## src/rtl/timer_pkg.sv

```systemverilog
// Shared definitions for periph_timer: register offsets, bit positions,
// reset values and the run-state encoding.
package timer_pkg;

  localparam logic [4:0] OFF_TCR  = 5'h00;
  localparam logic [4:0] OFF_PSC  = 5'h04;
  localparam logic [4:0] OFF_ARR  = 5'h08;
  localparam logic [4:0] OFF_CNT  = 5'h0C;
  localparam logic [4:0] OFF_SR   = 5'h10;
  localparam logic [4:0] OFF_CAPR = 5'h14;

  localparam int TCR_EN      = 0;
  localparam int TCR_CLR     = 1;
  localparam int TCR_ONESHOT = 2;
  localparam int TCR_IE      = 3;
  localparam int SR_UIF      = 0;
  localparam int SR_CCIF     = 1;

  localparam logic [15:0] PSC_RST  = 16'h0000;
  localparam logic [31:0] ARR_RST  = 32'hFFFF_FFFF;
  localparam logic [31:0] CNT_RST  = 32'h0000_0000;
  localparam logic [31:0] CAPR_RST = 32'h0000_0000;

  typedef enum logic {
    STOPPED = 1'b0,
    RUNNING = 1'b1
  } state_e;

  function automatic logic [4:0] reg_offset(input logic [2:0] word_idx);
    return {word_idx, 2'b00};
  endfunction

endpackage

```

## src/rtl/timer_prescaler.sv

```systemverilog
// 16-bit prescaler: one-cycle tick every psc+1 cycles while enabled. A new
// psc value is only adopted when the count restarts.
module timer_prescaler (
  input  logic        PCLK,
  input  logic        PRESET,
  input  logic        en,
  input  logic        clr,
  input  logic [15:0] psc,
  output logic        tick
);

  logic [15:0] cnt_q, cnt_d;
  logic [15:0] psc_act_q, psc_act_d;

  assign tick = en & (cnt_q == psc_act_q);

  always_comb begin
    cnt_d     = cnt_q;
    psc_act_d = psc_act_q;
    if (!en || clr) begin
      cnt_d     = 16'h0000;
      psc_act_d = psc;
    end else if (cnt_q == psc_act_q) begin
      cnt_d     = 16'h0000;
      psc_act_d = psc;
    end else begin
      cnt_d     = cnt_q + 16'h0001;
      psc_act_d = psc_act_q;
    end
  end

  always_ff @(posedge PCLK or negedge PRESET) begin
    if (!PRESET) begin
      cnt_q     <= 16'h0000;
      psc_act_q <= 16'h0000;
    end else begin
      cnt_q     <= cnt_d;
      psc_act_q <= psc_act_d;
    end
  end

endmodule

```

## src/rtl/periph_timer.sv

```systemverilog
// APB3 zero-wait-state 32-bit timer with prescaler, auto-reload and one-shot.
// Optional input capture channel is built when TIMER_CAPTURE_EN is defined.
module periph_timer
  import timer_pkg::*;
(
  input  logic        PCLK,
  input  logic        PRESET,
  input  logic [31:0] PADDR,
  input  logic        PWRITE,
  input  logic        PSEL,
  input  logic        PENABLE,
  input  logic [31:0] PWDATA,
  output logic [31:0] PRDATA,
  output logic        PREADY,
  input  logic        cap_in,
  output logic        irq
);

  logic        acc_s, wr_s, rd_s;
  logic [4:0]  offset_s;
  logic        wr_tcr_s, wr_psc_s, wr_arr_s, wr_cnt_s, wr_sr_s;
  state_e      state_q, state_d;
  logic        oneshot_q, oneshot_d, ie_q, ie_d;
  logic        uif_q, uif_d, irq_q, irq_d;
  logic [15:0] psc_q, psc_d;
  logic [31:0] arr_q, arr_d, cnt_q, cnt_d;
  logic        tick_s, clr_s, tick_eff_s, wrap_s;
  logic        ccif_s;
  logic [31:0] capr_s;
  logic [31:0] prdata_s;
  logic        unused_s;

  assign acc_s    = PSEL & PENABLE;
  assign wr_s     = acc_s & PWRITE;
  assign rd_s     = acc_s & ~PWRITE;
  assign offset_s = reg_offset(PADDR[4:2]);
  assign wr_tcr_s = wr_s & (offset_s == OFF_TCR);
  assign wr_psc_s = wr_s & (offset_s == OFF_PSC);
  assign wr_arr_s = wr_s & (offset_s == OFF_ARR);
  assign wr_cnt_s = wr_s & (offset_s == OFF_CNT);
  assign wr_sr_s  = wr_s & (offset_s == OFF_SR);
  assign clr_s    = wr_tcr_s & PWDATA[TCR_CLR];

  timer_prescaler u_prescaler (
    .PCLK   (PCLK),
    .PRESET (PRESET),
    .en     (state_q == RUNNING),
    .clr    (clr_s),
    .psc    (psc_q),
    .tick   (tick_s)
  );

  // A tick is dropped when software writes CNT, pulses CLR or clears EN in the same cycle.
  assign tick_eff_s = tick_s & ~clr_s & ~wr_cnt_s & ~(wr_tcr_s & ~PWDATA[TCR_EN]);
  assign wrap_s     = tick_eff_s & (cnt_q >= arr_q);

  always_comb begin
    state_d = state_q;
    case (state_q)
      STOPPED: begin
        if (wr_tcr_s && PWDATA[TCR_EN]) state_d = RUNNING;
        else                            state_d = STOPPED;
      end
      RUNNING: begin
        if (wr_tcr_s)                   state_d = PWDATA[TCR_EN] ? RUNNING : STOPPED;
        else if (wrap_s && oneshot_q)   state_d = STOPPED;
        else                            state_d = RUNNING;
      end
      default: state_d = STOPPED;
    endcase
  end

  always_comb begin
    oneshot_d = wr_tcr_s ? PWDATA[TCR_ONESHOT] : oneshot_q;
    ie_d      = wr_tcr_s ? PWDATA[TCR_IE] : ie_q;
    psc_d     = wr_psc_s ? PWDATA[15:0] : psc_q;
    arr_d     = wr_arr_s ? PWDATA : arr_q;
    if (wr_cnt_s)        cnt_d = PWDATA;
    else if (clr_s)      cnt_d = CNT_RST;
    else if (wrap_s)     cnt_d = 32'h0000_0000;
    else if (tick_eff_s) cnt_d = cnt_q + 32'h0000_0001;
    else                 cnt_d = cnt_q;
    uif_d = wrap_s | (uif_q & ~(wr_sr_s & PWDATA[SR_UIF]));
    irq_d = ie_q & uif_q;
  end

  always_ff @(posedge PCLK or negedge PRESET) begin
    if (!PRESET) begin
      state_q   <= STOPPED;
      oneshot_q <= 1'b0;
      ie_q      <= 1'b0;
      psc_q     <= PSC_RST;
      arr_q     <= ARR_RST;
      cnt_q     <= CNT_RST;
      uif_q     <= 1'b0;
      irq_q     <= 1'b0;
    end else begin
      state_q   <= state_d;
      oneshot_q <= oneshot_d;
      ie_q      <= ie_d;
      psc_q     <= psc_d;
      arr_q     <= arr_d;
      cnt_q     <= cnt_d;
      uif_q     <= uif_d;
      irq_q     <= irq_d;
    end
  end

`ifdef TIMER_CAPTURE_EN
  logic        cap_sync1_q, cap_sync2_q, cap_prev_q, cap_rise_s;
  logic        ccif_q, ccif_d;
  logic [31:0] capr_q, capr_d;

  assign cap_rise_s = cap_sync2_q & ~cap_prev_q;

  always_comb begin
    capr_d = cap_rise_s ? cnt_q : capr_q;
    ccif_d = cap_rise_s | (ccif_q & ~(wr_sr_s & PWDATA[SR_CCIF]));
  end

  always_ff @(posedge PCLK or negedge PRESET) begin
    if (!PRESET) begin
      cap_sync1_q <= 1'b0;
      cap_sync2_q <= 1'b0;
      cap_prev_q  <= 1'b0;
      ccif_q      <= 1'b0;
      capr_q      <= CAPR_RST;
    end else begin
      cap_sync1_q <= cap_in;
      cap_sync2_q <= cap_sync1_q;
      cap_prev_q  <= cap_sync2_q;
      ccif_q      <= ccif_d;
      capr_q      <= capr_d;
    end
  end

  assign ccif_s   = ccif_q;
  assign capr_s   = capr_q;
  assign unused_s = ^{PADDR[31:5], PADDR[1:0]};
`else
  assign ccif_s   = 1'b0;
  assign capr_s   = CAPR_RST;
  assign unused_s = ^{cap_in, PADDR[31:5], PADDR[1:0]};
`endif

  always_comb begin
    prdata_s = 32'h0000_0000;
    if (rd_s) begin
      case (offset_s)
        OFF_TCR:  prdata_s = {28'h0000000, ie_q, oneshot_q, 1'b0, (state_q == RUNNING)};
        OFF_PSC:  prdata_s = {16'h0000, psc_q};
        OFF_ARR:  prdata_s = arr_q;
        OFF_CNT:  prdata_s = cnt_q;
        OFF_SR:   prdata_s = {30'h00000000, ccif_s, uif_q};
        OFF_CAPR: prdata_s = capr_s;
        default:  prdata_s = 32'h0000_0000;
      endcase
    end else begin
      prdata_s = 32'h0000_0000;
    end
  end

  assign PRDATA = prdata_s;
  assign PREADY = acc_s;
  assign irq    = irq_q;

endmodule

```

## config.mk

```make
export PLATFORM = sky130hd
export DESIGN_NAME = periph_timer
export DESIGN_NICKNAME = d
export VERILOG_FILES = /design/src/rtl/timer_pkg.sv /design/src/rtl/timer_prescaler.sv /design/src/rtl/periph_timer.sv
export SDC_FILE = /design/constraint.sdc
export NUM_CORES = 1
export LEC_CHECK = 0
export CAP_MARGIN = 20
export CORE_UTILIZATION = 30
export DETAILED_ROUTE_END_ITERATION = 8
export PLACE_DENSITY = 0.59
export SYNTH_ARGS = -nofsm -noshare
export SYNTH_HDL_FRONTEND = slang
export SYNTH_SLANG_ARGS = --single-unit
export TNS_END_PERCENT = 10
```

## constraint.sdc

```tcl
create_clock -name PCLK -period 3.4 [get_ports PCLK]
set_input_delay 0.68 -clock PCLK [delete_from_list [all_inputs] [get_ports PCLK]]
set_output_delay 0.68 -clock PCLK [all_outputs]
set_load 0.01 [all_outputs]
```

* Word level (Yosys, flattened, before mapping) *
Cells that the tools add are included.

storage, ports and cells
  register bits after elaboration = 117
  word-level logic and storage cells = 66

cells by class
  add/sub/neg operators = 2
  order comparisons = 1
  eq/ne operators = 5
  mux-type cells = 15
  bitwise logic cells = 26
  reductions and logical operators = 7

operators with widths
  cell                                                  number
  2-to-1 mux 32 bit                                     5
  case mux 32 bit (5 select lines)                      1
  2-to-1 mux 16 bit                                     4
  adder 32 x 1 -> 32 bit (second input constant)        1
  greater-or-equal comparator 32 bit                    1
  bitwise AND 1 bit                                     18
  adder 16 x 1 -> 16 bit (second input constant)        1
  equality test 16 bit                                  1
  inverter 1 bit                                        7
  equality test 3 x 2 -> 1 bit (second input constant)  2
  zero test 5 bit                                       1
  2-to-1 mux 1 bit                                      4
  nonzero test 4 bit                                    1
  equality test 3 x 1 -> 1 bit (second input constant)  1
  equality test 3 bit (second input constant)           1
  logical AND 1 bit                                     2
  case mux 1 bit (2 select lines)                       1
  nonzero test 2 bit                                    1
  zero test 1 bit                                       1
  logical OR 1 bit                                      1
  bitwise OR 1 bit                                      1

* Longest topological paths before layout *
Gate-level depths: netlist of the first run.

  depth in word-level cells = 13
  gate-level depth with buffers = 10
  depth with buffers taken out = 8

* By module *
Synthesis of the first run repeated with hierarchy kept, for this count alone.

second synthesis, totals
  cells, all modules = 774
  area, all modules = 7259.5 µm²

by module, submodules not included
  module           times used  cells each  area an instance (µm²)
  periph_timer     1           644         5674.2
  timer_prescaler  1           130         1585.3

* Least setup slack after synthesis of the first run *
OpenSTA, ideal clock, no wires.

  kind = input to output
  start point = input port PADDR[2]
  end point = output port PRDATA[3]
  arrival time = 1822 ps
  required time = 2720 ps
  path slack = 898 ps
  cell stages on the path = 4
  cell sequence = buf_2 > buf_1 > mux4_2 > nor2b_1

between the ends
  word-level cells in the longest chain between the ends = 3
  elaborated cells on any way between the ends = 7
  those cells by class = eq/ne (4); mux (2); reduce/logical (1)

ends and longest elaborated chain
  item                                               RTL line             text
  start: declaration                                 periph_timer.sv:8    input logic [31:0] PADDR,
  equality test 3 bit, or another cell as far along  periph_timer.sv:149  case (offset_s)
  case mux 32 bit (5 select lines) *                 periph_timer.sv:149
  2-to-1 mux 32 bit *                                periph_timer.sv:148  if (rd_s) begin
  end: declaration                                   periph_timer.sv:13   output logic [31:0] PRDATA,

Mark *: on every way between the ends. The rest lies on a longest branch, timed or not.

* Final worst setup path of the first run *
  start point = input port PADDR[2]
  end point = output port PRDATA[0]

The elaborated chain is that of the path after synthesis.

==> results of run 1 <==
==> worst register-to-register path, delay by kind of cell (launching register included) <==
kind            cells  cell delay (ns)
compound gates      2             0.44
fa+ha+maj           1             0.31
buf+inv             2             0.27
flops               1             0.52
simple gates        4             1.05
==> kinds of logic after synthesis <==
kind of cell             after synthesis
XOR/XNOR                              28
AO/OA/AOI/OAI                        199
adder cells (fa/ha/maj)               34
flip-flops                           117
multiplexers                          38
AND/OR/NAND/NOR                      326
buffers and inverters                 92
==> metrics by stage <==
| step | worst slack, ns | util |
|---|---|---|
| after floorplan | 0.898 | - |
| after global placement | 0.123 | 0.354 |
| after detailed placement | 0.118 | 0.354 |
| after CTS | 0.0923 | 0.379 |
| after global routing | 0.0131 | 0.379 |
| final | 0.112 | 0.379 |
==> layout make-up <==
class / count / area (um^2)
Clock buffer: 18 / 439
Inverter: 40 / 150
Multi-Input combinational cell: 625 / 4090
Clock inverter: 14 / 153
Timing Repair Buffer: 101 / 1000
Tap cell: 324 / 405
Sequential cell: 117 / 2970
Fill cell: 2428 / 15100
==> registers in the layout (all words and copies together), names as in the netlist <==
register               count
arr_q                     32
cnt_q                     32
ie_q                       1
irq                        1
oneshot_q                  1
psc_q                     16
state_q                    1
u_prescaler.cnt_q         16
u_prescaler.psc_act_q     16
uif_q                      1
==> power breakdown <==
group          total, mW  switching, mW  leakage, nW  internal, mW
Clock               1.80          0.694        0.291          1.10
Sequential          1.94          0.232         1.42          1.71
Combinational       1.09          0.604         2.05         0.486
Total               4.83           1.53         3.76          3.30
==> how the worst max path moves through the flow <==
stage,from,endpoint
after detailed placement,PADDR[2],PRDATA[7]
final,PADDR[2],PRDATA[0]
after CTS,PADDR[2],PRDATA[0]
after global routing,PADDR[2],PRDATA[0]
after global placement,PADDR[2],PRDATA[7]
after floorplan,PADDR[2],PRDATA[3]
==> cells in the mapped netlist, drive strengths merged, types with 5 or more instances <==
master / number / area (um^2)
nor2: 69 / 262
inv: 40 / 150
dfrtp: 85 / 2130
nand4: 37 / 231
nor3: 13 / 75.1
nand2: 112 / 420
dfstp: 32 / 841
nor4: 16 / 106
xor2: 19 / 166
a221o: 10 / 100
o21ai: 76 / 380
nand4b: 5 / 43.8
nand3: 28 / 145
clkbuf: 26 / 97.6
and2: 12 / 75.1
and3: 7 / 43.8
mux2: 36 / 405
o211ai: 14 / 105
o32ai: 8 / 70.1
buf: 26 / 139
a22o: 10 / 87.6
a31oi: 11 / 68.8
xnor2: 9 / 78.8
and4: 8 / 70.1
a22oi: 31 / 246
ha: 34 / 425
a21oi: 15 / 78.8
==> routing by layer <==
layer,vias up,share of wire
met4,0,0.017
met3,27,0.044
met2,180,0.46
met5,-,0
met1,3317,0.48
li1,3203,-
==> summary.md, run 1 <==
| Metric | Value |
|---|---|
| Status | finished clean |
| R2R Setup Slk | 0.69 ns |
| Cells after synthesis | about 830 |
| Final period util | 0.967 |
| Worst-Skew Late Latency | 0.42 ns |
| Hpwl dp | approximately 15000 um |
| Antenna Nets Post-Route | 0 |
| Initial antenna violation count | 0 |
| CP Capture Type | output pin |
| Core area | approximately 24000 um^2 |
| DRC Markers | 0 |
| Met2 Usage GRT | 0.274 |
| Max-slew violation count | 0 |
| Synth Flop Type | dfrtp_1 |
| Max-Cap Viols | 0 |
| CP peak stage delay | around 0.52 ns |
| Die area | around 25000 um^2 |
| Clock Sinks | 117 |
| H-tree Lvls | 4 |
| Crit-path cells | clkdlybuf4s50_1, buf_12, mux2_2, a22oi_1, o22a_1, nor2_1, clkdlybuf4s50_1 |
| RR Endpoint | cnt_q[27]$_DFFE_PN0P_ |
| Post-Synth Simple-Gate Area | 0.218 |
| Syn-to-layout area delta | 23.7% |
| Post-synth EDFFs | 0 |
| Slew HR | 0.536 |
| Total negative slack | 0 ns |
| Worst hold slack | between 0.2 and 0.3 ns |
| Xor and xnor area share after synthesis | 0.0329 |
| Per-cell routed wire length | 17.1 um |
| TritonCTS clock tree | built |
| Global route overflow | 0 |
| # nets final | 1006 |
| Adder-cell area share of the yosys netlist | 0.0571 |
| Critical Path Stages | 7 |
| Yosys reg bits | 117 |
| R2r worst-path depth | 9 |
| Vias | approximately 6700 |
| Power density cells | 524 nW/um^2 |
| Pin count of the biggest net entering global routing | 75 |
| Hold crit path type | input pin to async pin |
| M3 GR Usage | 0.0315 |
| Worst Setup Start Kind | input pin |
| Post-route insts no fill | 1239 |
| Warnings from Yosys | 0 |
| Static Leak | 3.76 nW |
| GPL Wtd Cong | around 0.81 |
| Root Driver | clkbuf_16 |
| Final setup viols | 0 |
| Die H | around 160 um |
| # Post-CTS Setup Buffers | 0 |
| Max VDD drop | ~0.36 mV |
| RSZ-0062 raised after global routing | false |
| IO Pins | 104 |
| Via/cell ratio | approximately 5.4 |
| Synth unique cells | 66 |
| Cell repeated most along the worst path | clkdlybuf4s50_1 |
| R2R Path Start | arr_q[31]$_DFFE_PN1P_ |
| Met1 GRT Util | 0.234 |
| Peak Freq | 0.304 GHz |
| Pre-antenna DRT Iters | 5 |
| Multiplexer share of the synthesized area | 0.0605 |
| FP Rows | 57 |
| Post-Place Cell Area | 8620 um^2 |
| Ant. Diodes | 0 |
| Vias in the first global route | 6451 |
| Slew @ Worst Pin | 0.691 ns |
| Avg Cell Area, Syn | 8.93 um^2 |
| Most frequent cells in the layout | nand2_1, dfrtp_1, o21ai_0, clkdlybuf4s50_1, nor2_1 |
| First-pass GRT wire length | between 30000 and 40000 um |
| Critical Path AT | 2.61 ns |
| Worst Path Max Fanout | 35 |
| Critical path buffers and inverters | 3 |
| Final hold vios | 0 |
| Compound-Gate Fraction of Synth Area | 0.181 |
| CTS Buf Count | 17 |
| Share of cells above drive strength 1 | 0.158 |
| Syn Std Cell Area | ~7400 um^2 |
| Dpl cells | 1207 |
| Commonest non-fill, non-tap cell in the layout | nand2_1 |
| Fraction of registers with async set/reset | 1.00 |
| WL final | 21200 um |
| Crit path time final | 3.29 ns |
| CP max-delay cell | clkdlybuf4s50_1 |
| Clk buf depth | 2 |
| Tot Pwr | between 4 and 5 mW |
| Syn Nets | 938 |
| Starting Density | 0.306 |
| Resized cells post-CTS | 0 |
| Worst Path Class, Setup | input pin to output pin |
| CTS Hold Bufs | 0 |
| Cell family with most CP delay | buffers and inverters |
| Number of port buffers | between 70 and 80 |
| Clock Pin Slew Worst Setup and Hold Paths | about 0.05 ns |
| Iter 0 DRT Violations | 637 |
| Register area share after synthesis | 0.399 |
| Worst endpoint required time | 2.72 ns |
| GRT busiest layer | met2 |
| Width of the die | about 160 um |
| Worst clock skew | about 0.0087 ns |
| Fin area | slightly above 9000 um^2 |
| Largest family of logic cells by synthesized area | simple AND/OR/NAND/NOR gates |
| GRT Util Overall | 0.172 |
Note: power is estimated with default switching activity, not from simulation.
==> inputs of run 2 (changes only) <==
- CAP_MARGIN: 20 -> 15
- PLACE_DENSITY: 0.59 -> 0.48
- SYNTH_HIERARCHICAL: default -> 1
==> summary.md, run 2 <==
| Metric | Value |
|---|---|
| IO Pins | 104 (unchanged) |
| Syn Std Cell Area | 7260 um^2 (-2.5%) |
| DRC Markers | 0 (unchanged) |
| # nets final | 960 (-4.6%) |
| Starting Density | 0.307 (+0.00127) |
| WL final | 20200 um (-4.7%) |
| Worst Path Max Fanout | 21 (-40%) |
| Clock Pin Slew Worst Setup and Hold Paths | 0.06 ns (about the same) |
| Post-synth EDFFs | 0 (unchanged) |
| Most frequent cells in the layout | nand2_1, dfrtp_1, nor2_1, clkdlybuf4s50_1, o21ai_0 |
| Warnings from Yosys | 6 (+6) |
| Resized cells post-CTS | 6 (+6) |
| Die H | 158 um (-1.2%) |
| Pin count of the biggest net entering global routing | 59 (-21%) |
| Synth top area cells | dfrtp_1, dfstp_2, ha_1 |
| FP Rows | 56 (-1.8%) |
| Max-Cap Viols | 0 (unchanged) |
| R2R Path Start | u_prescaler/cnt_q[10]$_DFF_PN0_ |
| Syn Nets | 878 (-6.4%) |
| Hpwl dp | 14700 um (-3.3%) |
| DP Worst Slack | -0.0455 ns (-0.164 ns) |
| GPL Wtd Cong | 0.758 (-6.0%) |
| Width of the die | 158 um (-1.2%) |
| Final setup viols | 0 (unchanged) |
| Yosys reg bits | 117 (unchanged) |
| Critical Path AT | 2.61 ns (about the same) |
| Worst hold slack | 0.346 ns (+0.0821 ns) |
| Die area | 24800 um^2 (-2.5%) |
| Worst-Skew Late Latency | 0.43 ns (about the same) |
| Root Driver | clkbuf_16 |
| Peak Freq | 0.304 GHz (about the same) |
| Fin area | 9070 um^2 (-1.5%) |
| Clock Sinks | 117 (unchanged) |
| Worst endpoint required time | 2.72 ns (about the same) |
| Cells after synthesis | 774 (-7.2%) |
| Static Leak | 4.00 nW (+6.3%) |
| Commonest cells post-synth | dfrtp_1, nand2_1, nor2_1 |
| Biggest regs | arr_q: 32 flops, cnt_q: 32 flops |
| Antenna Nets Post-Route | 0 (unchanged) |
| Final WS setup | 0.110 ns (-0.00151 ns) |
| Synth unique cells | 65 (-1.5%) |
| Global route overflow | 0 (unchanged) |
| Max-slew violation count | 0 (unchanged) |
| Crit. Startpoint | PADDR[2] |
| Vias in the first global route | 5787 (-10%) |
| Post-Place Cell Area | 8510 um^2 (-1.3%) |
| Post-synth top area share | 0.293 (+0.00734) |
| Syn-to-layout area delta | 24.9% |
| Core area | 23600 um^2 (-2.9%) |
| GRT Util Overall | 0.173 (+0.000925) |
| Synth Flop Type | dfrtp_1 |
| Slew @ Worst Pin | 0.822 ns (+0.131 ns) |
| Final hold vios | 0 (unchanged) |
| Ant. Diodes | 0 (unchanged) |
| TritonCTS clock tree | built |
| Worst Setup Start Kind | input pin |
| Avg Cell Area, Syn | 9.38 um^2 (+5.1%) |
| CTS Hold Bufs | 0 (unchanged) |
| # Post-CTS Setup Buffers | 0 (unchanged) |
| First-pass GRT wire length | 32600 um (-7.3%) |
| Via/cell ratio | 5.01 (-7.8%) |
| Final period util | 0.968 (about the same) |
| Status | finished clean |
| Slew HR | 0.452 (-0.0836) |
| Share of cells above drive strength 1 | 0.198 (+0.0397) |
| R2r worst-path depth | 12 (+3) |
| CP Capture Type | output pin |
| RSZ-0062 raised after global routing | true |
| Clk buf depth | 2 (unchanged) |
| Pre-antenna DRT Iters | 4 (-1) |
| Max VDD drop | 0.314 mV (-12%) |
| Iter 0 DRT Violations | 248 (-61%) |
| Initial antenna violation count | 0 (unchanged) |
| Vias | 5945 (-12%) |
| Power density cells | 574 nW/um^2 (+9.5%) |
| Per-cell routed wire length | 17.1 um (-0.50%) |
| CTS Buf Count | 17 (unchanged) |
| Worst Path Class, Setup | input pin to output pin |
| R2R Setup Slk | 0.42 ns (-0.27 ns) |
| RR Endpoint | cnt_q[31]$_DFFE_PN0P_ |
| Setup crit end | PRDATA[0] |
| H-tree Lvls | 4 (unchanged) |
| Fraction of registers with async set/reset | 1.00 (unchanged) |
| Crit path time final | 3.29 ns (+0.00151 ns) |
| Worst clock skew | 0.0103 ns (+0.00163 ns) |
| Largest area contributor in the netlist | dfrtp_1 |
| Utilization of the core after routing | 0.384 (+0.00540) |
| Register area share after synthesis | 0.409 (+0.0102) |
| Number of port buffers | 73 (unchanged) |
| Hold crit path type | input pin to async pin |
## run 2: cell count changes after synthesis, sizes merged, moves of 9 or more
cell / change
a221o: -9
a22o: -9
a22oi: +15
buf: -15
mux2: +12
nand2: -27
nand4: -22
o211ai: -14
o21ai: -22
xnor2: +14
xor2: -12
## run 2: how the worst min path moves through the flow
stage | from | end | slack (ns) | cells past startpoint
after floorplan | PRESET | cnt_q[0]$_DFFE_PN0P_ | 0.38 | 0
after global placement | arr_q[10]$_DFFE_PN1P_ | arr_q[10]$_DFFE_PN1P_ | 0.51 | 2
after detailed placement | arr_q[15]$_DFFE_PN1P_ | arr_q[15]$_DFFE_PN1P_ | 0.51 | 2
after CTS | PRESET | u_prescaler/cnt_q[9]$_DFF_PN0_ | 0.37 | 1
after global routing | PRESET | u_prescaler/cnt_q[11]$_DFF_PN0_ | 0.40 | 1
final | PRESET | u_prescaler/cnt_q[11]$_DFF_PN0_ | 0.35 | 1
## run 2: cells by family (layout without fill, tap and decap cells)
family / Yosys count / count (layout) / share of synthesized area
compound gates: 164 / 164 / 0.150
xor+xnor: 30 / 30 / 0.0362
fa+ha+maj: 34 / 34 / 0.0586
buf+inv: 93 / 187 / 0.0545
flops: 117 / 117 / 0.409
mux: 54 / 54 / 0.0946
simple gates: 282 / 282 / 0.197
## run 2: cell type report
cell class	count	area, um^2
Sequential cell	117	2970
Inverter	48	180
Fill cell	2446	14500
Multi-Input combinational cell	564	3930
Timing Repair Buffer	108	1070
Clock buffer	19	443
Clock inverter	12	83.8
Tap cell	319	399
## run 2: critical path, stage by stage
cell	delay, ns
clkdlybuf4s50_1	0.50
buf_6	0.24
mux4_2	0.52
nand2b_1	0.08
a21oi_1	0.09
clkdlybuf4s50_1	0.49
## run 2: through the flow
stage | setup TNS, ns | power, mW | cells
floorplan | 0 | 3.14 | 774
global placement | -0.215 | 3.60 | 1156
detailed placement | -0.171 | 3.62 | 1156
CTS | 0 | 5.28 | 1187
global route | -0.145 | 5.57 | 1187
finish | 0 | 5.21 | 1187
## run 2: report_power, final
part           switching, mW  internal [mW]  leakage [nW]  total [mW]
Combinational          0.803          0.760          2.41        1.56
Clock                  0.683          0.941         0.247        1.62
Sequential             0.284           1.74          1.34        2.02
Total                   1.77           3.44          4.00        5.21
## run 2: metal layers
| layer | global-route usage | share of wire |
|---|---|---|
| met5 | 0 | 0 |
| met4 | 0.0448 | 0.010 |
| met3 | 0.0339 | 0.028 |
| met2 | 0.268 | 0.46 |
| met1 | 0.245 | 0.50 |
